## src/rtl/glitch_sequencer_if.sv

```systemverilog
// Control and status bundle for glitch_sequencer.
// The arm_i/trig_i pair exists only when GLITCH_EXT_TRIG_EN is defined.
interface glitch_sequencer_if;
    logic        start_i;
    logic        abort_i;
    logic [15:0] delay_i;
    logic [7:0]  width_i;
    logic [7:0]  num_pulses_i;
    logic [15:0] spacing_i;
    logic        glitch_o;
    logic        busy_o;
    logic        done_o;
    logic [7:0]  pulse_cnt_o;
`ifdef GLITCH_EXT_TRIG_EN
    logic        arm_i;
    logic        trig_i;
`endif

    modport master (
        output start_i, abort_i, delay_i, width_i, num_pulses_i, spacing_i,
`ifdef GLITCH_EXT_TRIG_EN
        output arm_i, trig_i,
`endif
        input  glitch_o, busy_o, done_o, pulse_cnt_o
    );

    modport slave (
        input  start_i, abort_i, delay_i, width_i, num_pulses_i, spacing_i,
`ifdef GLITCH_EXT_TRIG_EN
        input  arm_i, trig_i,
`endif
        output glitch_o, busy_o, done_o, pulse_cnt_o
    );
endinterface

```

## src/rtl/glitch_sequencer.sv

```systemverilog
// Programmable glitch pulse-train generator: delay, then num pulses of width cycles separated by spacing.
// Define GLITCH_EXT_TRIG_EN to add the ARMED state with an arm_i strobe and a synchronized trig_i start.
module glitch_sequencer #(
    parameter bit GLITCH_ACTIVE_HIGH = 1'b1
) (
    input  logic              clk,
    input  logic              rst,
    glitch_sequencer_if.slave bus
);
    localparam logic IDLE_LVL = ~GLITCH_ACTIVE_HIGH;

`ifdef GLITCH_EXT_TRIG_EN
    typedef enum logic [2:0] {IDLE, ARMED, DELAY, PULSE, GAP} state_t;
`else
    typedef enum logic [1:0] {IDLE, DELAY, PULSE, GAP} state_t;
`endif

    state_t      r_state;
    state_t      w_state_nxt;
    logic [15:0] r_cnt;
    logic [15:0] w_cnt_nxt;
    logic [7:0]  r_width;
    logic [7:0]  r_num;
    logic [15:0] r_spacing;
    logic [7:0]  r_pulse_cnt;
    logic [7:0]  w_pulse_cnt_nxt;
    logic        r_glitch;
    logic        r_busy;
    logic        w_busy_nxt;
    logic        r_done;
    logic        w_done_nxt;
    logic        w_glitch_on;
    logic        w_capture;
    logic [15:0] w_width_m1;
    logic [15:0] w_gap_m1;

`ifdef GLITCH_EXT_TRIG_EN
    logic r_trig_s1;
    logic r_trig_s2;
    logic r_trig_s3;
    logic w_trig_rise;

    // Two flops for metastability, the third only delays for edge detection.
    always_ff @(posedge clk) begin
        if (rst) begin
            r_trig_s1 <= 1'b0;
            r_trig_s2 <= 1'b0;
            r_trig_s3 <= 1'b0;
        end else begin
            r_trig_s1 <= bus.trig_i;
            r_trig_s2 <= r_trig_s1;
            r_trig_s3 <= r_trig_s2;
        end
    end

    assign w_trig_rise = r_trig_s2 & ~r_trig_s3;
`endif

    assign w_width_m1 = {8'd0, r_width} - 16'd1;
    assign w_gap_m1   = (r_spacing == 16'd0) ? 16'd0 : r_spacing - 16'd1;

    always_ff @(posedge clk) begin
        if (rst) r_state <= IDLE;
        else     r_state <= w_state_nxt;
    end

    // The delay down-counter is loaded straight from delay_i and doubles as its shadow copy.
    always_comb begin
        w_state_nxt     = r_state;
        w_cnt_nxt       = r_cnt;
        w_pulse_cnt_nxt = r_pulse_cnt;
        w_busy_nxt      = r_busy;
        w_done_nxt      = 1'b0;
        w_glitch_on     = 1'b0;
        w_capture       = 1'b0;
        case (r_state)
            IDLE: begin
                if (bus.start_i) begin
                    w_capture   = 1'b1;
                    w_cnt_nxt   = bus.delay_i;
                    w_state_nxt = DELAY;
                end
`ifdef GLITCH_EXT_TRIG_EN
                else if (bus.arm_i) begin
                    w_state_nxt = ARMED;
                end
`endif
            end
`ifdef GLITCH_EXT_TRIG_EN
            ARMED: begin
                if (bus.start_i || w_trig_rise) begin
                    w_capture   = 1'b1;
                    w_cnt_nxt   = bus.delay_i;
                    w_state_nxt = DELAY;
                end
            end
`endif
            DELAY: begin
                w_busy_nxt = 1'b1;
                if (r_cnt != 16'd0) begin
                    w_cnt_nxt       = r_cnt - 16'd1;
                    w_pulse_cnt_nxt = 8'd0;
                end else if (r_num == 8'd0 || r_width == 8'd0) begin
                    w_done_nxt      = 1'b1;
                    w_busy_nxt      = 1'b0;
                    w_pulse_cnt_nxt = 8'd0;
                    w_state_nxt     = IDLE;
                end else begin
                    w_glitch_on     = 1'b1;
                    w_cnt_nxt       = w_width_m1;
                    w_pulse_cnt_nxt = 8'd1;
                    w_state_nxt     = PULSE;
                end
            end
            PULSE: begin
                if (r_cnt != 16'd0) begin
                    w_glitch_on = 1'b1;
                    w_cnt_nxt   = r_cnt - 16'd1;
                end else if (r_pulse_cnt == r_num) begin
                    w_done_nxt  = 1'b1;
                    w_busy_nxt  = 1'b0;
                    w_state_nxt = IDLE;
                end else begin
                    w_cnt_nxt   = w_gap_m1;
                    w_state_nxt = GAP;
                end
            end
            GAP: begin
                if (r_cnt != 16'd0) begin
                    w_cnt_nxt = r_cnt - 16'd1;
                end else begin
                    w_glitch_on     = 1'b1;
                    w_cnt_nxt       = w_width_m1;
                    w_pulse_cnt_nxt = r_pulse_cnt + 8'd1;
                    w_state_nxt     = PULSE;
                end
            end
            default: w_state_nxt = IDLE;
        endcase
        if (bus.abort_i) begin
            w_state_nxt     = IDLE;
            w_cnt_nxt       = r_cnt;
            w_pulse_cnt_nxt = r_pulse_cnt;
            w_busy_nxt      = 1'b0;
            w_done_nxt      = 1'b0;
            w_glitch_on     = 1'b0;
            w_capture       = 1'b0;
        end
    end

    always_ff @(posedge clk) begin
        if (rst) begin
            r_cnt       <= 16'd0;
            r_width     <= 8'd0;
            r_num       <= 8'd0;
            r_spacing   <= 16'd0;
            r_pulse_cnt <= 8'd0;
            r_busy      <= 1'b0;
            r_done      <= 1'b0;
            r_glitch    <= IDLE_LVL;
        end else begin
            r_cnt       <= w_cnt_nxt;
            r_pulse_cnt <= w_pulse_cnt_nxt;
            r_busy      <= w_busy_nxt;
            r_done      <= w_done_nxt;
            r_glitch    <= w_glitch_on ? ~IDLE_LVL : IDLE_LVL;
            if (w_capture) begin
                r_width   <= bus.width_i;
                r_num     <= bus.num_pulses_i;
                r_spacing <= bus.spacing_i;
            end
        end
    end

    assign bus.glitch_o    = r_glitch;
    assign bus.busy_o      = r_busy;
    assign bus.done_o      = r_done;
    assign bus.pulse_cnt_o = r_pulse_cnt;
endmodule

```

## src/flat_wrapper.sv

```systemverilog
// flat-port wrapper written by rule: the top's interface ports become plain ports
module glitch_sequencer_flat 
#(
    parameter bit GLITCH_ACTIVE_HIGH = 1'b1
)
  (clk, rst, bus_start_i, bus_abort_i, bus_delay_i, bus_width_i, bus_num_pulses_i, bus_spacing_i, bus_glitch_o, bus_busy_o, bus_done_o, bus_pulse_cnt_o);
  glitch_sequencer_if bus_i ();
  input  logic clk;
  input  logic rst;
  input wire logic [$bits(bus_i.start_i)-1:0] bus_start_i;
  input wire logic [$bits(bus_i.abort_i)-1:0] bus_abort_i;
  input wire logic [$bits(bus_i.delay_i)-1:0] bus_delay_i;
  input wire logic [$bits(bus_i.width_i)-1:0] bus_width_i;
  input wire logic [$bits(bus_i.num_pulses_i)-1:0] bus_num_pulses_i;
  input wire logic [$bits(bus_i.spacing_i)-1:0] bus_spacing_i;
  output wire logic [$bits(bus_i.glitch_o)-1:0] bus_glitch_o;
  output wire logic [$bits(bus_i.busy_o)-1:0] bus_busy_o;
  output wire logic [$bits(bus_i.done_o)-1:0] bus_done_o;
  output wire logic [$bits(bus_i.pulse_cnt_o)-1:0] bus_pulse_cnt_o;
  assign bus_i.start_i = bus_start_i;
  assign bus_i.abort_i = bus_abort_i;
  assign bus_i.delay_i = bus_delay_i;
  assign bus_i.width_i = bus_width_i;
  assign bus_i.num_pulses_i = bus_num_pulses_i;
  assign bus_i.spacing_i = bus_spacing_i;
  assign bus_glitch_o = bus_i.glitch_o;
  assign bus_busy_o = bus_i.busy_o;
  assign bus_done_o = bus_i.done_o;
  assign bus_pulse_cnt_o = bus_i.pulse_cnt_o;
  glitch_sequencer #(.GLITCH_ACTIVE_HIGH(GLITCH_ACTIVE_HIGH)) u_core (.clk(clk), .rst(rst), .bus(bus_i));
endmodule
```

## config.mk

```make
export PLATFORM = sky130hd
export DESIGN_NAME = glitch_sequencer_flat
export DESIGN_NICKNAME = d
export VERILOG_FILES = /design/src/rtl/glitch_sequencer_if.sv /design/src/rtl/glitch_sequencer.sv /design/src/flat_wrapper.sv
export SDC_FILE = /design/constraint.sdc
export NUM_CORES = 1
export LEC_CHECK = 0
export CAP_MARGIN = 20
export CORE_ASPECT_RATIO = 0.8
export CORE_UTILIZATION = 54
export DETAILED_ROUTE_END_ITERATION = 6
export HOLD_SLACK_MARGIN = 0.02
export PLACE_DENSITY_LB_ADDON = 0.05
export SYNTH_ARGS = -nofsm -noshare
export SYNTH_HDL_FRONTEND = slang
export SYNTH_SLANG_ARGS = --single-unit
```

## constraint.sdc

```tcl
create_clock -name clk -period 4.3 [get_ports clk]
set_input_delay 0.43 -clock clk [delete_from_list [all_inputs] [get_ports clk]]
set_output_delay 0.43 -clock clk [all_outputs]
set_load 0.02 [all_outputs]
```

==> impl_metrics.env, run 1 <==
export IMPL_status="complete, no violations"
export IMPL_grt_pass1_vias=3375
export IMPL_cts_tree="yes"
export IMPL_crit_family="simple AND/OR/NAND/NOR gates"
export IMPL_initial_utilization_pct=57.5
export IMPL_cp_arrival_ns=3.13
export IMPL_synth_seq_cells=61
export IMPL_syn_inst=494
export IMPL_drt_iter0_drc=400
export IMPL_cts_max_level=3
export IMPL_endpoint_kind="flip-flop"
export IMPL_drv_cap=0
export IMPL_nets=604
export IMPL_tns_ns=0
export IMPL_ant_nets=0
export IMPL_crit_path_top_delay_cell="nor4_4"
export IMPL_antenna_cells=0
export IMPL_port_buffers=62
export IMPL_cp_slowest_stage_delay_ns=0.66
export IMPL_synth_common_cells="nand2_1 (91), dfxtp_1 (61), a21oi_1 (52)"
export IMPL_fin_crit_ns=2.94
export IMPL_hold_violations=0
export IMPL_wl_per_cell_um=16.2
export IMPL_hold_buffers=0
export IMPL_p_per_area_nw_per_um2=347
export IMPL_synthArstFlopShare_pct=0
export IMPL_finalCritPeriodShare_pct=68.3
export IMPL_drc_errors=0
export IMPL_multi_input_area_um2=2380
export IMPL_maxSlewHeadroom_pct=36.8
export IMPL_cts_num_sinks=61
export IMPL_avgSynthCellArea_um2=7.65
export IMPL_worstHoldPathType="flip-flop to flip-flop"
export IMPL_worstSetupPathType="flip-flop to flip-flop"
export IMPL_core_um2=6570
export IMPL_clk_pin_slew_ns=0.07
export IMPL_fmax_mhz=341
export IMPL_grt_max_degree=36
export IMPL_critPathBufInv=0
export IMPL_viasPerCell=6.07
export IMPL_ys_warn_count=0
export IMPL_die_area_um2=7340
export IMPL_synthesis_area_um2=3780
export IMPL_row_count=26
export IMPL_p_leak_nw=1.71
export IMPL_layout_drive_gt1_share_pct=6.04
export IMPL_report_final_setup_viol=0
export IMPL_antenna_found_initial=0
export IMPL_worstPathCellList="or4_4, nor4_4, nand2_4, o21a_1, nand2b_1, o32ai_1"
export IMPL_synth_distinct_cells=67
export IMPL_synth_most_common_cell="nand2_1"
export IMPL_gp_congestion=0.889
export IMPL_cp_start_kind="flip-flop"
export IMPL_cts_path_max_buffers=2
export IMPL_cp_max_fo=25
export IMPL_track_usage_pct=29.3
export IMPL_synth_main_ff_cell="dfxtp_1"
export IMPL_die_w_um=95.5
export IMPL_n_fill_cell=535
export IMPL_synth_area_leaders="dfxtp_1 (32%), nand2_1 (9.0%), a21oi_1 (6.9%)"
export IMPL_insertion_delay_ns=0.35
export IMPL_ff_latch_area_um2=1220
export IMPL_slew_violations=0
export IMPL_synthDominantCellAreaShare_pct=32.3
export IMPL_dr_pass1_iters=5
export IMPL_synthesis_nets=557
export IMPL_peakVddDrop_mv=0.234
export IMPL_vias=3821
export IMPL_required_ns=4.49
export IMPL_ys_seq_area_share_pct=32.3
export IMPL_finalClockSkew_ns=0.0111
export IMPL_grt_overflow=0
export IMPL_post_cts_buffers=0
export IMPL_cts_root_buf="clkbuf_8"
export IMPL_routed_wl_mm=10.2
export IMPL_fin_util_pct=70.8
export IMPL_grt_pass1_wl_mm=16.7
export IMPL_synth_top_area_cell="dfxtp_1"
export IMPL_synth_edf_count=0
export IMPL_tightestPinTransition_ns=0.946
export IMPL_io_pins=63
export IMPL_cts_resized=0
export IMPL_numCtsBuffers=9
export IMPL_areaGrowthSynthToFinish_pct=23.2
export IMPL_die_h_um=76.8
export IMPL_rsz0062_at_grt="no"
export IMPL_hpwl_mm=7.24
-- logic make-up (layout without fill, tap and decap cells) --
kind of cell    Yosys count  count (layout)  synth area share, %
fa+ha+maj                11              11                 3.64
simple gates            214             214                 27.7
buf+inv                  42              94                 4.64
mux                       2               2                0.530
compound gates          131             131                 23.6
xor+xnor                 33              33                 7.65
flops                    61              61                 32.3
-- path summary, 6_finish.rpt --
| check | start | depth (start not counted) | slack, ns | to |
|---|---|---|---|---|
| worst max-delay path | u_core.r_cnt[6]$_SDFFE_PP0P_ | 6 | 1.36 | u_core.r_cnt[15]$_SDFFE_PP0P_ |
| worst min register to register | u_core.r_num[1]$_SDFFE_PP0P_ | 2 | 0.48 | u_core.r_num[1]$_SDFFE_PP0P_ |
| worst max register to register | u_core.r_cnt[6]$_SDFFE_PP0P_ | 6 | 1.36 | u_core.r_cnt[15]$_SDFFE_PP0P_ |
| worst min-delay path | u_core.r_num[1]$_SDFFE_PP0P_ | 2 | 0.48 | u_core.r_num[1]$_SDFFE_PP0P_ |
-- metrics by stage --
step	power [mW]	instance area [um^2]	setup WS, ns	hold WS, ns	std cells
after floorplan	0.913	3780	2.04	0.456	494
after global placement	1.01	4390	1.50	0.470	612
after detailed placement	1.02	4390	1.42	0.476	612
after CTS	1.60	4610	1.40	0.486	628
after global routing	1.68	4650	1.19	0.501	630
final	1.62	4650	1.36	0.483	630
-- sequential cells by signal, summed over array words and instances (netlist names) --
register                count
u_core.bus.busy_o           1
u_core.bus.done_o           1
u_core.bus.glitch_o         1
u_core.bus.pulse_cnt_o      8
u_core.r_cnt               16
u_core.r_num                8
u_core.r_spacing           16
u_core.r_state              2
u_core.r_width              8
-- layout by cell type (no fill, tap or decap), types with 3 or more instances in the layout --
master	instances
nor2b_1	4
nand2b_1	4
and2_1	3
o21a_1	3
a21oi_1	52
nand2_1	91
a31oi_1	4
nand3_1	8
inv_1	11
ha_1	11
o211ai_1	3
xor2_1	15
nor4_1	18
a311oi_1	10
clkdlybuf4s50_1	62
or4_1	6
xnor2_1	18
a211oi_1	9
o31ai_1	5
nor3_1	13
nor2_1	42
nor3b_1	5
o21ai_0	15
a211o_1	3
clkbuf_8	10
dfxtp_1	61
-- power breakdown --
part	switching [mW]	internal, mW
Clock	0.251	0.341
Sequential	0.0372	0.593
Combinational	0.223	0.171
Total	0.511	1.10
-- cell type report --
type / count / area share, %
Clock inverter: 6 / 1.85
Inverter: 12 / 0.968
Clock buffer: 10 / 2.96
Sequential cell: 61 / 26.2
Tap cell: 84 / 2.26
Timing Repair Buffer: 66 / 14.6
Multi-Input combinational cell: 391 / 51.2
-- layer usage --
metal	global-route usage (%)	routed length, um	share of wire, %	up-vias
li1	-	-	-	1877
met1	43.3	4930	48	1745
met2	41.7	4400	43	173
met3	6.05	691	6.8	26
met4	9.85	209	2.0	0
met5	0	0	0	-
-- worst register-to-register path, cell delays in order, from the launching register on --
cell	delay, ns
dfxtp_1	0.36
or4_4	0.58
nor4_4	0.66
nand2_4	0.28
o21a_1	0.55
nand2b_1	0.23
o32ai_1	0.11
(Power assumes the default switching activity.)
==> run 2: changes to the inputs <==
CORE_UTILIZATION = 49   (was 54)
clock period = 2.55 ns   (was 4.3 ns; I/O delays follow)
==> run 2 against run 1 <==
Effect of this change: power increased by 67%; routed wire length up 3.6%; worst hold slack got worse by 0.057 ns; critical path depth decreased by 1; non-clock buffer count up 28; sequential power increased by 68%; cell count grew 7.8%; core utilization is 5.4 points lower; critical path type unchanged; critical endpoint is now u_core.r_cnt[14]$_SDFFE_PP0P_; largest cell class unchanged; highest routed layer unchanged.
==> impl_metrics.env, run 2 (same netlist as run 1, synthesis figures left out) <==
export IMPL_endpoint_kind="flip-flop"
export IMPL_tns_ns=0
export IMPL_cp_slowest_stage_delay_ns=0.73
export IMPL_antenna_cells=0
export IMPL_grt_pass1_vias=3515
export IMPL_required_ns=2.77
export IMPL_layout_drive_gt1_share_pct=11.0
export IMPL_hold_violations=0
export IMPL_finalCritPeriodShare_pct=93.9
export IMPL_whs_endpoint="u_core.r_spacing[8]$_SDFFE_PP0P_"
export IMPL_grt_overflow=0
export IMPL_cts_tree="yes"
export IMPL_wl_per_cell_um=15.6
export IMPL_worstSetupPathType="flip-flop to flip-flop"
export IMPL_port_buffers=62
export IMPL_initial_utilization_pct=50.9
export IMPL_regToRegEndpoint="u_core.r_cnt[14]$_SDFFE_PP0P_"
export IMPL_grt_pass1_wl_mm=17.4
export IMPL_numCtsBuffers=9
export IMPL_final_cell_mix="nand2_1 (91), clkdlybuf4s50_1 (61), dfxtp_1 (61), a21oi_1 (52), nor2_1 (42)"
export IMPL_io_pins=63
export IMPL_viasPerCell=5.75
export IMPL_r2r_start="u_core.r_spacing[2]$_SDFFE_PP0P_"
export IMPL_drc_errors=0
export IMPL_grt_max_degree=33
export IMPL_cp_arrival_ns=2.61
export IMPL_ant_nets=0
export IMPL_fin_util_pct=65.4
export IMPL_nets=632
export IMPL_cts_num_sinks=61
export IMPL_rsz0062_at_grt="no"
export IMPL_drt_iter0_drc=179
export IMPL_die_h_um=80.5
export IMPL_peakVddDrop_mv=0.318
export IMPL_grt_met2_usage_pct=41.1
export IMPL_insertion_delay_ns=0.35
export IMPL_min_from="rst"
export IMPL_core_um2=7430
export IMPL_cts_max_level=3
export IMPL_worstHoldPathType="primary input to flip-flop"
export IMPL_routed_wl_mm=10.6
export IMPL_report_final_setup_viol=0
export IMPL_clk_pin_slew_ns=0.08
export IMPL_met1_usage_pct=39.9
export IMPL_cts_path_max_buffers=2
export IMPL_met3_usage_pct=6.44
export IMPL_worstPathCellList="or4_1, nor4_1, o21ai_0, a211oi_1, o32ai_1"
export IMPL_hpwl_mm=7.92
export IMPL_p_per_area_nw_per_um2=556
export IMPL_row_count=28
export IMPL_dr_pass1_iters=5
export IMPL_fin_crit_ns=2.39
export IMPL_worstRegToRegCells=5
export IMPL_die_w_um=100
export IMPL_holdPathStages=2
export IMPL_finalClockSkew_ns=0.00890
export IMPL_p_leak_nw=1.84
export IMPL_cp_max_fo=8
export IMPL_final_common_cell="nand2_1"
export IMPL_fmax_mhz=418
export IMPL_r2r_slack_ns=0.16
export IMPL_post_cts_buffers=0
export IMPL_track_usage_pct=27.8
export IMPL_vias=3903
export IMPL_crit_path_top_delay_cell="or4_1"
export IMPL_setup_worst_path_start="u_core.r_spacing[2]$_SDFFE_PP0P_"
export IMPL_areaGrowthSynthToFinish_pct=28.6
export IMPL_slew_violations=0
export IMPL_cp_start_kind="flip-flop"
export IMPL_top_regs="u_core.r_cnt: 16 flops, u_core.r_spacing: 16 flops"
export IMPL_busiest_layer="met2"
export IMPL_maxSlewHeadroom_pct=60.1
export IMPL_antenna_found_initial=0
export IMPL_drv_cap=0
export IMPL_tightestPinTransition_ns=0.599
export IMPL_die_area_um2=8070
export IMPL_gp_congestion=0.881
export IMPL_status="complete, no violations"
export IMPL_cts_root_buf="clkbuf_8"
## run 2: worst max-delay path, delay by kind of cell (launching register included)
kind / cells / cell delay [ns]
AO/OA/AOI/OAI: 3 / 0.71
flip-flops: 1 / 0.38
AND/OR/NAND/NOR: 2 / 1.17
## run 2: worst max-delay path by stage
stage / to / slack (ns)
after CTS: u_core.r_cnt[7]$_SDFFE_PP0P_ / 0.12
after detailed placement: u_core.r_cnt[7]$_SDFFE_PP0P_ / 0.16
after global placement: u_core.r_cnt[7]$_SDFFE_PP0P_ / 0.23
final: u_core.r_cnt[14]$_SDFFE_PP0P_ / 0.16
after floorplan: u_core.r_cnt[1]$_SDFFE_PP0P_ / 0.29
after global routing: u_core.r_cnt[7]$_SDFFE_PP0P_ / 0.05
## run 2: where the power goes
part | switching [mW] | total, mW | internal, mW
Sequential | 0.0582 | 1.06 | 0.999
Clock | 0.443 | 0.906 | 0.463
Combinational | 0.394 | 0.736 | 0.342
## run 2: timing repair
item,CTS,global route
hold buffers,0,0
gates resized for setup,0,1
setup endpoints to repair,0,3
## run 2: per-stage QoR
step                setup slack, ns  cell area [um^2]  hold slack (ns)  instances  total power [mW]
global placement              0.227              4630            0.471        662              1.78
floorplan                     0.289              3780            0.391        494              1.54
CTS                           0.122              4830            0.395        678              2.70
detailed placement            0.161              4630            0.477        662              1.79
finish                        0.156              4860            0.426        679              2.70
global route                 0.0453              4860            0.425        679              2.84
## run 2: routing by layer
| layer | wire [um] | part of all wire (%) |
|---|---|---|
| met5 | 0 | 0 |
| met4 | 138 | 1.3 |
| met3 | 706 | 6.7 |
| met2 | 4490 | 42 |
| met1 | 5260 | 50 |
## run 2: final cells by class
cell class	count	area, um^2
multi-input cells	391	2380
flip-flops and latches	61	1220
inverters	12	45.0
well taps	105	131
fillers	696	2570
repair buffers	94	873
clock buffers	9	124
clock inverters	7	77.6
==> run 3: changes to the inputs <==
SLEW_MARGIN = 5   (was unset)
==> run 3 against run 2 <==
Effect of this change: worst hold slack hardly changed; sequential cell count stayed put; design area is 0.21% lower; critical path depth is 1 higher; fmax is 0.64% higher; core utilization is 0.13 points lower; critical endpoint is now u_core.r_cnt[15]$_SDFFE_PP0P_.
==> impl_metrics.env, run 3 (same netlist as run 1, synthesis figures left out) <==
export IMPL_status="complete, no violations"
export IMPL_cp_start_kind="flip-flop"
export IMPL_clk_pin_slew_ns=0.08
export IMPL_nets=632
export IMPL_wl_per_cell_um=15.7
export IMPL_worstSetupPathType="flip-flop to flip-flop"
export IMPL_hold_violations=0
export IMPL_numCtsBuffers=9
export IMPL_finalClockSkew_ns=0.00929
export IMPL_finalCritPeriodShare_pct=93.3
export IMPL_slew_violations=0
export IMPL_tns_ns=0
export IMPL_drv_cap=0
export IMPL_multi_input_area_um2=2380
export IMPL_report_final_setup_viol=0
export IMPL_layout_drive_gt1_share_pct=11.0
export IMPL_preCtsSetupSlack_ns=0.161
export IMPL_p_sw_mw=0.895
export IMPL_p_per_area_nw_per_um2=557
export IMPL_cp_max_fo=8
export IMPL_track_usage_pct=27.8
export IMPL_cts_tree="yes"
export IMPL_hpwl_mm=7.92
export IMPL_fin_crit_ns=2.38
export IMPL_post_cts_buffers=0
export IMPL_drt_iter0_drc=198
export IMPL_insertion_delay_ns=0.35
export IMPL_row_count=28
export IMPL_die_w_um=100
export IMPL_routed_wl_mm=10.6
export IMPL_final_common_cell="nand2_1"
export IMPL_die_area_um2=8070
export IMPL_io_pins=63
export IMPL_port_buffers=62
export IMPL_cts_num_sinks=61
export IMPL_peakVddDrop_mv=0.318
export IMPL_final_cell_mix="nand2_1 (91), clkdlybuf4s50_1 (61), dfxtp_1 (61), a21oi_1 (52), nor2_1 (42)"
export IMPL_ff_latch_area_um2=1220
export IMPL_fmax_mhz=420
export IMPL_top_regs="u_core.r_cnt: 16 flops, u_core.r_spacing: 16 flops"
export IMPL_antenna_cells=0
export IMPL_power_mw=2.70
export IMPL_p_sw_share_pct=33.2
export IMPL_clock_power_share_pct=33.6
export IMPL_worstHoldPathType="primary input to flip-flop"
export IMPL_endpoint_kind="flip-flop"
export IMPL_drc_errors=0
export IMPL_grt_overflow=0
export IMPL_tightestPinTransition_ns=0.598
export IMPL_ant_nets=0
export IMPL_areaGrowthSynthToFinish_pct=28.3
export IMPL_rsz0062_at_grt="no"
export IMPL_die_h_um=80.5
export IMPL_n_fill_cell=699
export IMPL_grt_pass1_vias=3515
export IMPL_p_leak_nw=1.83
export IMPL_cts_path_max_buffers=2
export IMPL_viasPerCell=5.75
export IMPL_grt_max_degree=33
export IMPL_initial_utilization_pct=50.9
export IMPL_grt_pass1_wl_mm=17.4
export IMPL_fin_ws_ns=0.172
export IMPL_dr_pass1_iters=5
export IMPL_maxSlewHeadroom_pct=60.1
export IMPL_pwr_share_seq_pct=39.2
export IMPL_p_int_mw=1.80
export IMPL_pwr_share_comb_pct=27.2
export IMPL_antenna_found_initial=0
export IMPL_cts_root_buf="clkbuf_8"
export IMPL_vias=3902
export IMPL_cts_max_level=3
export IMPL_hold_ws_ns=0.426
export IMPL_cp_arrival_ns=2.60
export IMPL_r2r_slack_ns=0.17
export IMPL_fin_util_pct=65.3
export IMPL_gp_congestion=0.881
export IMPL_required_ns=2.77
export IMPL_core_um2=7430
-- run 3: layout make-up --
class	count	share of cell area [%]
tap	105	2.71
clock inverter	7	1.60
inverter	12	0.929
sequential	61	25.2
timing repair buffer	94	17.8
multi-input combinational	391	49.2
clock buffer	9	2.56
-- run 3: final timing paths --
path	start	to	cells past startpoint
min	rst	u_core.r_spacing[8]$_SDFFE_PP0P_	2
min reg2reg	u_core.r_num[2]$_SDFFE_PP0P_	u_core.r_num[2]$_SDFFE_PP0P_	2
max reg2reg	u_core.r_spacing[2]$_SDFFE_PP0P_	u_core.r_cnt[15]$_SDFFE_PP0P_	6
max	u_core.r_spacing[2]$_SDFFE_PP0P_	u_core.r_cnt[15]$_SDFFE_PP0P_	6
-- run 3: per-stage QoR --
stage | cells | instance area [um^2]
2_1_floorplan | 494 | 3780
3_3_place_gp | 662 | 4630
3_5_place_dp | 662 | 4630
4_1_cts | 678 | 4830
5_1_grt | 679 | 4850
6_report | 679 | 4850
-- run 3: power by group through the flow --
stage	Combinational (mW)	Sequential, mW	Clock [mW]
3_5_place_dp	0.716	1.08	0
5_1_grt	0.806	1.07	0.971
4_1_cts	0.720	1.06	0.920
2_1_floorplan	0.474	1.06	0
6_report	0.733	1.06	0.907
3_3_place_gp	0.707	1.08	0
-- run 3: per-layer routing --
| layer | global-route usage (%) | share of wire (%) | vias to the layer above |
|---|---|---|---|
| met5 | 0 | 0 | - |
| li1 | - | - | 1929 |
| met1 | 39.9 | 48 | 1812 |
| met2 | 41.1 | 43 | 149 |
| met3 | 6.44 | 7.8 | 12 |
| met4 | 7.97 | 1.3 | 0 |
-- run 3: critical path, stage by stage, from the launching register on --
cell      delay (ns)
dfxtp_1         0.38
or4_1           0.73
o41ai_4         0.40
buf_4           0.20
inv_2           0.04
a211oi_1        0.37
o32ai_1         0.13
-- run 3: timing repair --
item / in CTS / in global routing
hold endpoints to repair: 0 / 0
hold buffers: 0 / 0
endpoints found under the setup margin: 0 / 3
resized for setup: 0 / 1
